<file path="src/rtl/alu16_seq_pkg.sv">
// Shared definitions for the 16-bit arithmetic sequencer and the 8-bit ALU.
package alu16_seq_pkg;

    // 8-bit ALU operation codes
    localparam logic [5:0] ALU_ADD = 6'h00;
    localparam logic [5:0] ALU_ADC = 6'h01;
    localparam logic [5:0] ALU_SUB = 6'h02;
    localparam logic [5:0] ALU_SBC = 6'h03;

    // Flag bit positions within {Z,N,H,C}
    localparam int FLAG_Z = 3;
    localparam int FLAG_N = 2;
    localparam int FLAG_H = 1;
    localparam int FLAG_C = 0;

    // 16-bit sequencer operation codes
    localparam logic [1:0] OP16_ADD   = 2'd0;
    localparam logic [1:0] OP16_ADDSP = 2'd1;
    localparam logic [1:0] OP16_INC   = 2'd2;
    localparam logic [1:0] OP16_DEC   = 2'd3;

    typedef enum logic [1:0] {
        ST_IDLE = 2'd0,
        ST_LO   = 2'd1,
        ST_HI   = 2'd2,
        ST_DONE = 2'd3
    } seq_state_t;

endpackage

</file>
<file path="src/rtl/alu16_seq.sv">
// 16-bit arithmetic sequencer: runs the shared 8-bit ALU twice (low byte,
// then high byte with carry chained) for ADD HL,rr / ADD SP,e8 / INC rr / DEC rr.
// Handshake: start is a one-cycle request honoured only in IDLE or DONE; the
// operands are captured on that edge, busy/alu_own cover the two byte cycles,
// and done pulses for one cycle with result/flags_out valid.
module alu16_seq
    import alu16_seq_pkg::*;
(
    input  logic        clk,
    input  logic        rst,
    input  logic        start,
    input  logic [1:0]  op,
    input  logic [15:0] a_in,
    input  logic [15:0] b_in,
    input  logic [3:0]  flags_in,
    output logic        busy,
    output logic        done,
    output logic [15:0] result,
    output logic [3:0]  flags_out,
    output logic        alu_own,
    output logic [7:0]  alu_a,
    output logic [7:0]  alu_b,
    output logic [5:0]  alu_op,
    output logic [3:0]  alu_flags_in,
    input  logic [7:0]  alu_result,
    input  logic [3:0]  alu_flags_out
);

    seq_state_t  state;
    logic [1:0]  op_q;
    logic [15:0] a_q;
    logic [15:0] b_q;
    logic [3:0]  flags_q;
    logic [7:0]  lo_res;
    logic [3:0]  lo_flags;
    logic [3:0]  new_flags;
    logic [1:0]  unused_lo_zn;

    // Only H and C of the low-byte step feed anything downstream
    assign unused_lo_zn = lo_flags[FLAG_Z:FLAG_N];

    assign alu_own = busy;

    // ALU operand drive for the current byte step; quiet when not owning the ALU
    always_comb begin
        alu_a        = 8'h00;
        alu_b        = 8'h00;
        alu_op       = 6'h00;
        alu_flags_in = 4'h0;
        case (state)
            ST_LO: begin
                alu_a        = a_q[7:0];
                alu_flags_in = {flags_q[3:1], 1'b0};
                case (op_q)
                    OP16_ADD:   begin alu_b = b_q[7:0];  alu_op = ALU_ADD; end
                    OP16_ADDSP: begin alu_b = b_q[7:0];  alu_op = ALU_ADD; end
                    OP16_INC:   begin alu_b = 8'h01;     alu_op = ALU_ADD; end
                    default:    begin alu_b = 8'h01;     alu_op = ALU_SUB; end
                endcase
            end
            ST_HI: begin
                alu_a        = a_q[15:8];
                alu_flags_in = {flags_q[3:1], lo_flags[FLAG_C]};
                case (op_q)
                    OP16_ADD:   begin alu_b = b_q[15:8];      alu_op = ALU_ADC; end
                    OP16_ADDSP: begin alu_b = {8{b_q[7]}};    alu_op = ALU_ADC; end
                    OP16_INC:   begin alu_b = 8'h00;          alu_op = ALU_ADC; end
                    default:    begin alu_b = 8'h00;          alu_op = ALU_SBC; end
                endcase
            end
            default: ;
        endcase
    end

    // Flags reported at the end of the HI step, selected by operation
    always_comb begin
        new_flags = flags_q;
        case (op_q)
            OP16_ADD:   new_flags = {flags_q[FLAG_Z], 1'b0, alu_flags_out[FLAG_H], alu_flags_out[FLAG_C]};
            OP16_ADDSP: new_flags = {2'b00, lo_flags[FLAG_H], lo_flags[FLAG_C]};
            default:    new_flags = flags_q;
        endcase
    end

    // Sequencer FSM with registered status and result outputs
    always_ff @(posedge clk) begin
        if (rst) begin
            state     <= ST_IDLE;
            busy      <= 1'b0;
            done      <= 1'b0;
            op_q      <= 2'd0;
            a_q       <= 16'h0000;
            b_q       <= 16'h0000;
            flags_q   <= 4'h0;
            lo_res    <= 8'h00;
            lo_flags  <= 4'h0;
            result    <= 16'h0000;
            flags_out <= 4'h0;
        end else begin
            case (state)
                ST_LO: begin
                    lo_res   <= alu_result;
                    lo_flags <= alu_flags_out;
                    state    <= ST_HI;
                end
                ST_HI: begin
                    result    <= {alu_result, lo_res};
                    flags_out <= new_flags;
                    state     <= ST_DONE;
                    busy      <= 1'b0;
                    done      <= 1'b1;
                end
                default: begin
                    done <= 1'b0;
                    if (start) begin
                        op_q    <= op;
                        a_q     <= a_in;
                        b_q     <= b_in;
                        flags_q <= flags_in;
                        state   <= ST_LO;
                        busy    <= 1'b1;
                    end else begin
                        state <= ST_IDLE;
                        busy  <= 1'b0;
                    end
                end
            endcase
        end
    end

endmodule

</file>
<file path="config.mk">
export PLATFORM = sky130hd
export DESIGN_NAME = alu16_seq
export DESIGN_NICKNAME = d
export VERILOG_FILES = /design/src/rtl/alu16_seq_pkg.sv /design/src/rtl/alu16_seq.sv
export SDC_FILE = /design/constraint.sdc
export NUM_CORES = 1
export LEC_CHECK = 0
export ABC_AREA = 1
export CORE_UTILIZATION = 35
export CTS_BUF_LIST = sky130_fd_sc_hd__clkbuf_2 sky130_fd_sc_hd__clkbuf_4 sky130_fd_sc_hd__clkbuf_8
export CTS_CLUSTER_SIZE = 12
export DETAILED_ROUTE_END_ITERATION = 6
export GPL_TIMING_DRIVEN = 0
export PLACE_DENSITY = 0.64
export SYNTH_ARGS = -nofsm -noshare
export SYNTH_HDL_FRONTEND = slang
export SYNTH_SLANG_ARGS = --single-unit
</file>
<file path="constraint.sdc">
create_clock -name clk -period 2.2 [get_ports clk]
set_input_delay 0.44 -clock clk [delete_from_list [all_inputs] [get_ports clk]]
set_output_delay 0.44 -clock clk [all_outputs]
set_load 0.02 [all_outputs]
</file>
==> flow_summary.ini <==
[status]
status = finished, final reports clean

[setup_path]
r2r_cells = 7
worst_setup_path_end_kind = output pin
r2r_end = b_q[7]
worstSetupEndpoint = alu_b[5]
start_kind = flip-flop
crit_type = reg2out
worstPathArrival_ns = 1.69
r2r_setup_slack_ns = 0.71
reg2reg_from = state[0]
crit_start = state[0]
cp_data_required_time_ns = 1.76
worst-path-max-fanout = 6

[logic_synthesis]
synthMuxAreaShare = 0
yosysSeqAreaShare = 0.481
synthAdderAreaFrac = 0.0125
yosys_warnings = 0
syn_inst = 417
yosysUniqueCellTypes = 22
synth_top_family_by_area = simple AND/OR/NAND/NOR gates
synthXorXnorAreaFrac = 0
avgSynthCellArea_um2 = 7.19
synthSimpleGateAreaFrac = 0.295
synth_area_mm2 = 0.00300
synth_compound_area_frac = 0.125
ys_ff_latch = 72

[grt]
antenna_found_initial = 0
grt_pass1_vias = 2823
track_usage = 0.192
grt_pass1_wl_um = 13200
grt_max_degree = 14
grt_overflow_total = 0

[placement]
dp_hpwl_um = 5950
place_congestion = 0.829
dp.cells = 620
io_buffer_count = 95

[power]
power.density_mw_per_mm2 = 822
clkPwrFrac = 0.276
pwr-share-comb = 0.277
p_seq_frac = 0.447
switchingPower_w = 0.00116
p_int_w = 0.00239
power_w = 0.00355
worst_ir_drop_vdd_v = 0.000433
p_leak_nw = 1.98
p_sw_frac = 0.328

[die]
die_w_um = 94.6
rows = 33
die-area_mm2 = 0.00894
design.portCount = 102
initial_core_util = 0.363
core-area_mm2 = 0.00826
die_y_um = 94.6

[detailed_routing]
wl_um = 8220
remaining_drc_errors = 0
wire_per_inst_um = 12.8
drtPass1Iterations = 4
drt_iter0_drc = 94
vias = 2976
antenna_left = 0
viasPerCell = 4.64

[clocking]
clk_pin_slew_ns = 0.08
cts_sinks = 72
numCtsBuffers = 9
cts_root_buf = clkbuf_8
worstSkewPairLatency_ns = 0.35
clock_path_buffers = 2
cts_tree = yes
htree_levels = 3
holdBufCountCts = 0

[cells_and_area]
final_nets = 588
n_antenna_cell = 0
syn_to_final_growth_pct = 44.1
stdcell_count = 642
drive_gt1_frac = 0.151

[flow_run]
maxCapViolCount = 0

[timing]
slew_violations = 0
hold_viol_final = 0
final-setup-viol-count = 0
rsz0062_at_grt = true
post-route-period-util = 0.967
fmax_mhz = 470
timing.hold.ws_ns = 0.464
clock_skew_ns = 0.00808
period_needed_ns = 2.13
relSlewSlack = 0.652
worst_pin_slew_ns = 0.522

[hold_path]
hold_start = b_q[7]
hold_path_class = reg2reg
-- what timing repair did --
action | CTS | global route
pin swaps | 6 | 4
cloned | 1 | 0
gates resized for setup | 75 | 19
endpoints found under the setup margin | 21 | 14
setup buffers | 4 | 2
-- per-stage QoR --
stage               area (um^2)  TNS (ns)  worst slack, ns  utilization
floorplan                  3010         0            0.419            -
global placement           4090     -3.28           -0.327        0.495
detailed placement         4090     -3.45           -0.337        0.495
CTS                        4330         0          0.00502        0.524
global route               4320   -0.0120          -0.0120        0.523
finish                     4320         0           0.0729        0.523
-- how the worst min path moves through the flow --
stage / endpoint / slack (ns) / cells after the start
floorplan: b_q[7] / 0.43 / 2
global placement: b_q[7] / 0.44 / 2
detailed placement: b_q[7] / 0.45 / 2
CTS: b_q[7] / 0.46 / 2
global route: b_q[7] / 0.49 / 2
finish: b_q[7] / 0.46 / 2
-- metal layers --
layer  GRT usage  up-vias  wire length, um
li1            -     1535                -
met1       0.230     1344             3720
met2       0.335       82             3820
met3      0.0483       15              550
met4      0.0657        0              124
met5           0        -                0
-- power by group through the flow --
stage / combinational (W) / clock [W] / sequential [W]
2_1_floorplan: 0.000527 / 0 / 0.00166
3_3_place_gp: 0.000942 / 0 / 0.00161
3_5_place_dp: 0.000953 / 0 / 0.00161
4_1_cts: 0.000978 / 0.000997 / 0.00159
5_1_grt: 0.00109 / 0.00106 / 0.00161
6_report: 0.000983 / 0.000982 / 0.00159
-- worst max-delay path: stages, from the launching register on --
cell     delay [ns]
dfxtp_2        0.34
inv_2          0.05
ha_4           0.28
nor3_4         0.28
buf_6          0.15
nand2_2        0.05
nand2_2        0.07
buf_6          0.11
-- area by class of cell --
class / instances / area [um^2]
Buffer: 28 / 196
Clock buffer: 11 / 145
Clock inverter: 5 / 41.3
Fill cell: 849 / 3940
Inverter: 12 / 47.5
Multi-Input combinational cell: 307 / 1350
Sequential cell: 72 / 1440
Tap cell: 105 / 131
Timing Repair Buffer: 102 / 965
-- flip-flops by register name (all words and copies together), names as in the netlist --
| register | flops |
|---|---|
| op_q | 2 |
| alu_own | 1 |
| result | 16 |
| state | 2 |
| flags_out | 4 |
| lo_flags | 2 |
| a_q | 16 |
| b_q | 16 |
| flags_q | 4 |
| lo_res | 8 |
| done | 1 |
-- kinds of logic after synthesis --
kind of cell    Yosys count
compound gates           75
fa+ha+maj                 3
buf+inv                  41
flops                    72
other cells               1
simple gates            225
-- cell usage after synthesis --
library cell  instances  area, um^2
nor2_1              139         522
nand2_1              75         282
dfxtp_1              72        1440
o21ai_0              55         275
o21ai_1              13        65.1
buf_6                 9         101
inv_1                 8        30.0
a21oi_1               7        35.0
buf_2                 7        35.0
buf_4                 5        37.5
clkbuf_1              5        18.8
nand3_1               5        25.0
clkbuf_2              3        15.0
ha_1                  3        37.5
inv_2                 3        11.3
nor2_4                2        22.5
conb_1                1        3.75
inv_4                 1        6.26
nand2_2               1        6.26
nand2_4               1        11.3
nor2_2                1        6.26
nor3_2                1        10.0
-- cells in the final DEF, fill, tap and decap left out, drive strengths merged --
master and instances:
clkdlybuf4s50 74, buf 43, clkinv 2, clkinvlp 2, nor3 1, a21oi 7
nand2 77, clkbuf 19, inv 13, o21ai 68, nand3 5, dlygate4sd2 4
dfxtp 72, conb 4, nor2 142, clkdlybuf4s15 1, ha 3
No activity file was read; power rests on OpenSTA's default activity.
